[config.mk]
export PLATFORM = sky130hd
export DESIGN_NAME = serial_adder_frame_ctrl_flat
export DESIGN_NICKNAME = d
export VERILOG_FILES = /design/src/rtl/serial_adder_frame_ctrl_if.sv /design/src/rtl/serial_adder_frame_ctrl.sv /design/src/flat_wrapper.sv
export SDC_FILE = /design/constraint.sdc
export NUM_CORES = 1
export LEC_CHECK = 0
export CAP_MARGIN = 20
export CORE_ASPECT_RATIO = 1.4
export CORE_MARGIN = 8
export CORE_UTILIZATION = 35
export CTS_BUF_LIST = sky130_fd_sc_hd__clkbuf_2
export DETAILED_ROUTE_END_ITERATION = 6
export PLACE_DENSITY = 0.58
export SLEW_MARGIN = 5
export SYNTH_ARGS = -nofsm -noshare
export SYNTH_HDL_FRONTEND = slang
export SYNTH_SLANG_ARGS = --single-unit
[constraint.sdc]
create_clock -name clk -period 1.3 [get_ports clk]
set_input_delay 0.195 -clock clk [delete_from_list [all_inputs] [get_ports clk]]
set_output_delay 0.195 -clock clk [all_outputs]
set_load 0.01 [all_outputs]
[src/rtl/serial_adder_frame_ctrl_if.sv]
// Operand / result handshake bundle for serial_adder_frame_ctrl.
// The controller uses the slave view; the producer/consumer side uses master.
interface serial_adder_frame_ctrl_if #(
    parameter int unsigned WIDTH = 8
);
    logic             op_valid;
    logic             op_ready;
    logic [WIDTH-1:0] op_a;
    logic [WIDTH-1:0] op_b;
    logic             res_valid;
    logic             res_ready;
    logic [WIDTH-1:0] res_data;
    logic             res_carry;

    modport master (
        output op_valid, op_a, op_b, res_ready,
        input  op_ready, res_valid, res_data, res_carry
    );

    modport slave (
        input  op_valid, op_a, op_b, res_ready,
        output op_ready, res_valid, res_data, res_carry
    );
endinterface

[src/rtl/serial_adder_frame_ctrl.sv]
// Operand serializer / result deserializer around an external 1-bit serial adder.
// Operands go out LSB-first on ser_a/ser_b, sum bits come back on ser_sum.
// Optional feature macro: SERIAL_ADDER_FRAME_CARRY_OUT_EN adds one zero-operand
// cycle whose sum bit is the final carry, reported on res_carry.
module serial_adder_frame_ctrl #(
    parameter int unsigned WIDTH = 8
) (
    input  logic                    clk,
    input  logic                    rst,
    serial_adder_frame_ctrl_if.slave bus,
    output logic                    ser_clr,
    output logic                    ser_a,
    output logic                    ser_b,
    input  logic                    ser_sum
);
    localparam int unsigned CNT_W = $clog2(WIDTH + 1);
`ifdef SERIAL_ADDER_FRAME_CARRY_OUT_EN
    localparam int unsigned NBITS = WIDTH + 1;
`else
    localparam int unsigned NBITS = WIDTH;
`endif
    localparam logic [CNT_W-1:0] LAST = CNT_W'(NBITS - 1);

    typedef enum logic [1:0] {
        IDLE  = 2'd0,
        SHIFT = 2'd1,
        DONE  = 2'd2
    } state_t;

    state_t           state;
    logic [CNT_W-1:0] cnt;
    logic [WIDTH-1:0] a_sr;
    logic [WIDTH-1:0] b_sr;
    logic [WIDTH-1:0] res_sr;
    logic             op_ready_q;
    logic             res_valid_q;
    logic             ser_clr_q;
    logic             ser_a_q;
    logic             ser_b_q;

    // Next shift-register contents; the sum bit enters at the MSB.
    logic [WIDTH-1:0] a_shr;
    logic [WIDTH-1:0] b_shr;
    logic [WIDTH-1:0] res_shr;
    assign a_shr   = a_sr >> 1;
    assign b_shr   = b_sr >> 1;
    assign res_shr = WIDTH'({ser_sum, res_sr} >> 1);

`ifdef SERIAL_ADDER_FRAME_CARRY_OUT_EN
    logic res_carry_q;
    assign bus.res_carry = res_carry_q;
`else
    assign bus.res_carry = 1'b0;
`endif

    assign bus.op_ready  = op_ready_q;
    assign bus.res_valid = res_valid_q;
    assign bus.res_data  = res_sr;
    assign ser_clr       = ser_clr_q;
    assign ser_a         = ser_a_q;
    assign ser_b         = ser_b_q;

    // Frame FSM with datapath and registered state-decoded outputs.
    always_ff @(posedge clk or negedge rst) begin
        if (!rst) begin
            state       <= IDLE;
            cnt         <= '0;
            a_sr        <= '0;
            b_sr        <= '0;
            res_sr      <= '0;
            op_ready_q  <= 1'b1;
            res_valid_q <= 1'b0;
            ser_clr_q   <= 1'b1;
            ser_a_q     <= 1'b0;
            ser_b_q     <= 1'b0;
`ifdef SERIAL_ADDER_FRAME_CARRY_OUT_EN
            res_carry_q <= 1'b0;
`endif
        end else begin
            case (state)
                IDLE: begin
                    if (bus.op_valid) begin
                        state      <= SHIFT;
                        a_sr       <= bus.op_a;
                        b_sr       <= bus.op_b;
                        cnt        <= '0;
                        op_ready_q <= 1'b0;
                        ser_clr_q  <= 1'b0;
                        ser_a_q    <= bus.op_a[0];
                        ser_b_q    <= bus.op_b[0];
`ifdef SERIAL_ADDER_FRAME_CARRY_OUT_EN
                        res_carry_q <= 1'b0;
`endif
                    end
                end
                SHIFT: begin
                    a_sr <= a_shr;
                    b_sr <= b_shr;
                    cnt  <= cnt + CNT_W'(1);
`ifdef SERIAL_ADDER_FRAME_CARRY_OUT_EN
                    // The extra cycle's sum bit is the adder's final carry.
                    if (cnt == LAST) begin
                        res_carry_q <= ser_sum;
                    end else begin
                        res_sr <= res_shr;
                    end
`else
                    res_sr <= res_shr;
`endif
                    if (cnt == LAST) begin
                        state       <= DONE;
                        res_valid_q <= 1'b1;
                        ser_a_q     <= 1'b0;
                        ser_b_q     <= 1'b0;
                    end else begin
                        ser_a_q <= a_shr[0];
                        ser_b_q <= b_shr[0];
                    end
                end
                DONE: begin
                    if (bus.res_ready) begin
                        state       <= IDLE;
                        res_valid_q <= 1'b0;
                        op_ready_q  <= 1'b1;
                        ser_clr_q   <= 1'b1;
                    end
                end
                default: begin
                    state       <= IDLE;
                    res_valid_q <= 1'b0;
                    op_ready_q  <= 1'b1;
                    ser_clr_q   <= 1'b1;
                    ser_a_q     <= 1'b0;
                    ser_b_q     <= 1'b0;
                end
            endcase
        end
    end
endmodule
[src/flat_wrapper.sv]
// flat-port wrapper written by rule: the top's interface ports become plain ports
module serial_adder_frame_ctrl_flat 
#(
    parameter int unsigned WIDTH = 8
)
  (clk, rst, ser_clr, ser_a, ser_b, ser_sum, bus_op_valid, bus_op_a, bus_op_b, bus_res_ready, bus_op_ready, bus_res_valid, bus_res_data, bus_res_carry);
  serial_adder_frame_ctrl_if #(.WIDTH(WIDTH)) bus_i ();
  input  logic clk;
  input  logic rst;
  output logic ser_clr;
  output logic ser_a;
  output logic ser_b;
  input  logic ser_sum;
  input wire logic [$bits(bus_i.op_valid)-1:0] bus_op_valid;
  input wire logic [$bits(bus_i.op_a)-1:0] bus_op_a;
  input wire logic [$bits(bus_i.op_b)-1:0] bus_op_b;
  input wire logic [$bits(bus_i.res_ready)-1:0] bus_res_ready;
  output wire logic [$bits(bus_i.op_ready)-1:0] bus_op_ready;
  output wire logic [$bits(bus_i.res_valid)-1:0] bus_res_valid;
  output wire logic [$bits(bus_i.res_data)-1:0] bus_res_data;
  output wire logic [$bits(bus_i.res_carry)-1:0] bus_res_carry;
  assign bus_i.op_valid = bus_op_valid;
  assign bus_i.op_a = bus_op_a;
  assign bus_i.op_b = bus_op_b;
  assign bus_i.res_ready = bus_res_ready;
  assign bus_op_ready = bus_i.op_ready;
  assign bus_res_valid = bus_i.res_valid;
  assign bus_res_data = bus_i.res_data;
  assign bus_res_carry = bus_i.res_carry;
  serial_adder_frame_ctrl #(.WIDTH(WIDTH)) u_core (.clk(clk), .rst(rst), .bus(bus_i), .ser_clr(ser_clr), .ser_a(ser_a), .ser_b(ser_b), .ser_sum(ser_sum));
endmodule
==> reports/results.txt, run 1 <==
Dpl hpwl = 2.18 mm
# H-tree levels = 2
Initial antenna violation count = 0
Fillers = 410
GRT Total Usage = 0.0997
Area leader, netlist = dfrtp_1
Syn Inst Count = 138
Number of synthesized flops with an enable pin = 0
Peak VDD IR = 0.875 mV
Antenna cells = 0
Switching power = 1.53 mW
CP delay by family, top = flip-flops
Nets = 205
PortBufs = 33
Syn Nets = 160
Tmin final = 1.25 ns
Vias in the first global route = 1216
Critical path buffers and inverters = 1
Via density = 4.93
Syn_area_per_cell = 10.7 um2
Worst Path Max Fanout = 3
Status = complete, no violations
Clock transition at path regs = 0.19 ns
FF+latch count, synth = 32
CP Data Required Time = 1.11 ns
DR DRC count = 0
Power Internal = 2.79 mW
Seq pwr share = 0.394
Synth unique cells = 27
Pwr/cell area = 2210 nW/um2
CP peak stage delay = 0.42 ns
Antenna-violating nets left = 0
Slowest CP cell = dfrtp_1
Most used DFF post-synth = dfrtp_1
DR WL/cell = 13.4 um
Root Driver = clkbuf_2
Pwr Total = 4.32 mW
Power share of the combinational group = 0.452
Total grt overflow = 0
Max clock buf depth = 2
Area post-placement = 1850 um2
Area contributors post-synth = dfrtp_1 (52%), mux2i_1 (10%), nand2_1 (10%)
First-pass iteration count of the detailed router = 2
Worst-Skew Late Latency = 0.39 ns
Largest net degree at the start of global routing = 33
Post-synth top area share = 0.525
WL final = 3.08 mm
CTS sink count = 32
Final Cell Area = 1960 um2
Register area share after synthesis = 0.542
Die W = 70.9 um
Global-route wire length before repair = 5.25 mm
Max-cap violations = 0
Synth cell count leaders = nand2_1 (40), dfrtp_1 (31), mux2i_1 (15), o21ai_1 (14)
# rows = 28
Final Hold Fails = 0
Worst Hold Class = in -> async
Fin. max-slew vios = 0
Via Count = 1130
Final Cycle Share = 0.962
Die ar. = 6590 um2
Final setup fails = 0
Final Skew = 0.0383 ns
Type of origin of the critical path = flip-flop
Ys async rst share = 1.00
Layout cells sized above 1 = 0.174
DR iter-0 viols = 21
Most frequent cell after synthesis = nand2_1
Top-Level Pins = 35
Net Sw Frac = 0.355
Clk pwr share = 0.155
Die Y-Extent = 92.9 um
CTS tree = built
Starting Density = 0.358
Yosys warns = 0
CP Capture Type = output pin
Synth-to-Final Area Change = 32.4%
Max Clock Freq = 799 MHz
CTS buffer count = 5
Netlist Area Pre-Place = 1480 um2
Worst EP arrival = 1.06 ns
Critical path class = reg -> out
Leakage = 0.971 nW
Crit-path cells = dlygate4sd2_1
Core ar. = 4130 um2
Global placer's final weighted congestion = 0.725
[path summary, 6_finish.rpt]
path,start,end,slack [ns],depth (start not counted)
worst max-delay path,u_core.bus.res_valid$_DFFE_PN0P_,bus_res_valid,0.05,1
worst min-delay path,rst,u_core.bus.res_data[3]$_DFFE_PN0P_,0.14,2
worst max register to register,u_core.cnt[0]$_DFFE_PN0P_,u_core.bus.res_valid$_DFFE_PN0P_,0.06,4
worst min register to register,u_core.bus.res_data[0]$_DFFE_PN0P_,u_core.bus.res_data[0]$_DFFE_PN0P_,0.49,2
max in group asynchronous,rst,u_core.ser_clr$_DFFE_PN1P_,0.88,2
min in group clk,ser_sum,u_core.bus.res_data[7]$_DFFE_PN0P_,0.32,3
[layout by cell type (no fill, tap or decap)]
master	n
or3_1	1
clkinv_2	1
a31oi_1	1
nand2_1	40
o21ai_1	14
inv_1	2
dlygate4sd2_1	3
o2bb2ai_1	2
o22a_1	1
nand2b_1	1
o21bai_4	1
clkdlybuf4s50_1	20
a22o_1	4
nand2b_4	1
dfstp_2	1
ha_1	1
bufinv_16	1
clkbuf_2	8
buf_4	11
nor2b_4	1
and4b_1	1
dfrtp_1	30
buf_2	2
clkdlybuf4s15_1	6
nor2_1	4
buf_12	3
nand2b_2	1
mux2i_1	15
o31ai_1	1
conb_1	1
nand3_1	3
o21a_1	1
dfrtp_2	1
[metal layers]
metal / global-route usage / vias to the layer above / share of wire
met5: 0 / - / 0
met3: 0.0411 / 6 / 0.054
met4: 0.0436 / 0 / 0.016
met1: 0.0967 / 549 / 0.40
met2: 0.180 / 28 / 0.53
li1: - / 547 / -
[power by group through the flow]
| stage | sequential, mW | clock [mW] | combinational [mW] |
|---|---|---|---|
| after global placement | 1.73 | 0 | 1.86 |
| after CTS | 1.70 | 0.693 | 1.93 |
| after floorplan | 1.78 | 0 | 1.21 |
| after global routing | 1.76 | 0.731 | 2.16 |
| final | 1.70 | 0.668 | 1.95 |
| after detailed placement | 1.75 | 0 | 1.91 |
[registers in the layout, summed over array words and instances (netlist names)]
register / flops
u_core.bus.res_valid: 1
u_core.cnt: 4
u_core.a_sr: 7
u_core.bus.res_data: 8
u_core.ser_b: 1
u_core.ser_a: 1
u_core.state: 2
u_core.ser_clr: 1
u_core.b_sr: 7
[timing repair]
| action | CTS | global route |
|---|---|---|
| endpoints found under the setup margin | 13 | 14 |
| resized for setup | 21 | 9 |
| hold buffers | 0 | 0 |
| setup buffers | 6 | 3 |
[layout make-up]
class	instances	area, um2	area share
repair buffers	47	449	0.229
well taps	45	56.3	0.0288
multi-input cells	95	577	0.295
clock inverters	2	35.0	0.0179
clock buffers	6	30.0	0.0153
flip-flops and latches	32	803	0.410
inverters	2	7.51	0.00383
[kinds of logic (layout without fill, tap and decap cells)]
kind of cell	after synthesis	count (layout)	synth area share
AOI/OAI and AO/OA	25	25	0.116
adders and majority gates	1	1	0.00846
buffers and inverters	11	57	0.0677
DFF	32	32	0.542
muxes	15	15	0.102
other	1	1	0.00254
and+or+nand+nor	53	53	0.162
[per-stage QoR]
step | instances | util | setup TNS, ns | hold slack [ns] | setup slack (ns)
after floorplan | 138 | - | 0 | -0.101 | 0.195
after global placement | 212 | 0.447 | -0.0787 | 0.459 | -0.0214
after detailed placement | 212 | 0.447 | -0.162 | 0.470 | -0.0454
after CTS | 226 | 0.469 | 0 | 0.144 | 0.00642
after global routing | 229 | 0.474 | -0.00582 | 0.137 | -0.00582
final | 229 | 0.474 | 0 | 0.143 | 0.0488
Power figures use the tool's default switching activity.
==> run 2: changes to the inputs <==
--- a/config.mk
+++ b/config.mk
@@ -8,10 +8,10 @@
 export CAP_MARGIN = 20
 export CORE_ASPECT_RATIO = 1.4
 export CORE_MARGIN = 8
-export CORE_UTILIZATION = 35
+export CORE_UTILIZATION = 40
 export CTS_BUF_LIST = sky130_fd_sc_hd__clkbuf_2
 export DETAILED_ROUTE_END_ITERATION = 6
-export PLACE_DENSITY = 0.58
+export PLACE_DENSITY = 0.64
 export SLEW_MARGIN = 5
 export SYNTH_ARGS = -nofsm -noshare
 export SYNTH_HDL_FRONTEND = slang
==> run 2 against run 1 <==
Global-route usage increased by 1.9 points. Clock-buffer cell count fell by 1. Maximum frequency barely moved. Die area down 10%. Wire length is 1.4% higher. Critical path type unchanged. Critical endpoint is now bus_op_ready. Largest cell class unchanged. Largest power group unchanged. Highest routed layer unchanged.
==> reports/results.txt, run 2 (synthesis results as in run 1) <==
Antenna cells = 0
First-pass iteration count of the detailed router = 4
Final Cycle Share = 0.962
Max Clock Freq = 800 MHz
Net Sw Frac = 0.364
CP peak stage delay = 0.57 ns
Clock transition at path regs = 0.15 ns
Global placer's final weighted congestion = 0.701
Root Driver = clkbuf_2
Post-Route Setup TNS = 0 ns
Die ar. = 5930 um2
Dpl hpwl = 2.25 mm
Final Non-Filler Cells = 233
Status = complete, no violations
CP Data Required Time = 1.11 ns
Type of origin of the critical path = flip-flop
Fin. max-slew vios = 0
Total grt overflow = 0
Final setup fails = 0
WL final = 3.12 mm
Crit-path cells = buf_2
CTS sink count = 32
Critical path buffers and inverters = 1
CTS buffer count = 5
Max-cap violations = 0
Commonest non-fill, non-tap cells in the layout = nand2_1 (40), dfrtp_1 (30), clkdlybuf4s50_1 (20), buf_4 (19), o21ai_1 (14)
DR DRC count = 0
Worst EP arrival = 1.06 ns
Slowest CP cell = dfstp_2
# rows = 26
Die W = 67.4 um
Power share of the combinational group = 0.497
DR WL/cell = 13.4 um
Worst-Skew Late Latency = 0.35 ns
Layout cells sized above 1 = 0.194
Pwr Total = 4.25 mW
Initial antenna violation count = 0
Tmin final = 1.25 ns
Top-Level Pins = 35
Peak VDD IR = 1.03 mV
Via density = 4.94
Max reg flops = 8
Placed cell count = 213
GRT Total Usage = 0.118
Antenna-violating nets left = 0
RSZ-0062 raised after global routing = true
Worst Path Max Fanout = 3
Max clock buf depth = 2
Die Y-Extent = 87.9 um
Power Internal = 2.70 mW
Final Hold Fails = 0
Most common cell after layout, fill and taps aside = nand2_1
Pwr/cell area = 2120 nW/um2
Clk pwr share = 0.100
Critical path class = reg -> out
CP delay by family, top = flip-flops
PortBufs = 33
Starting Density = 0.410
CP Capture Type = output pin
# H-tree levels = 2
Leakage = 0.982 nW
Seq pwr share = 0.403
Switching power = 1.54 mW
Final Util = 0.554
Largest net degree at the start of global routing = 33
Global-route wire length before repair = 5.37 mm
Nets = 213
Worst Hold Class = in -> async
DR iter-0 viols = 37
Vias in the first global route = 1177
Core ar. = 3610 um2
Via Count = 1152
CTS tree = built
Synth-to-Final Area Change = 35.3%
Hold buffer count at CTS = 0
Final Skew = 0.00970 ns
run 2: what timing repair did:
action,CTS,global route
cloned,0,0
endpoints found under the setup margin,13,25
resized for setup,19,12
setup buffers,6,7
run 2: metrics by stage:
stage	area, um2	hold WS [ns]	worst slack, ns
2_1_floorplan	1480	-0.101	0.195
3_3_place_gp	1870	0.461	-0.0223
3_5_place_dp	1870	0.479	-0.0889
4_1_cts	1930	0.163	0.00927
5_1_grt	2000	0.163	-0.0142
6_report	2000	0.189	0.0493
run 2: final timing paths:
check / from / endpoint / slack (ns) / cells past startpoint
min: rst / u_core.cnt[1]$_DFFE_PN0P_ / 0.19 / 2
min reg2reg: u_core.b_sr[6]$_DFFE_PN0P_ / u_core.b_sr[6]$_DFFE_PN0P_ / 0.51 / 2
min in group clk: ser_sum / u_core.bus.res_data[7]$_DFFE_PN0P_ / 0.36 / 3
max reg2reg: u_core.state[0]$_DFFE_PN0P_ / u_core.cnt[3]$_DFFE_PN0P_ / 0.08 / 4
max: u_core.ser_clr$_DFFE_PN1P_ / bus_op_ready / 0.05 / 1
max in group asynchronous: rst / u_core.ser_clr$_DFFE_PN1P_ / 0.87 / 2
run 2: layout make-up:
| type | instances | area, um2 |
|---|---|---|
| clock buffers | 5 | 25.0 |
| repair buffers | 55 | 520 |
| clock inverters | 2 | 7.51 |
| flip-flops and latches | 32 | 803 |
| multi-input cells | 95 | 584 |
| inverters | 2 | 7.51 |
| fillers | 335 | 1610 |
| well taps | 42 | 52.6 |
run 2: routing by layer:
metal,wire (um),part of all wire,vias up,track usage
li1,-,-,566,-
met1,1260,0.40,548,0.124
met2,1570,0.50,32,0.202
met3,240,0.077,6,0.0512
met4,48,0.015,0,0.0458
met5,0,0,-,0
run 2: power groups by stage:
stage | logic, mW | registers (mW) | clock network [mW]
global route | 2.35 | 1.77 | 0.491
global placement | 1.88 | 1.73 | 0
floorplan | 1.21 | 1.78 | 0
finish | 2.11 | 1.71 | 0.424
detailed placement | 1.94 | 1.76 | 0
CTS | 1.96 | 1.71 | 0.455
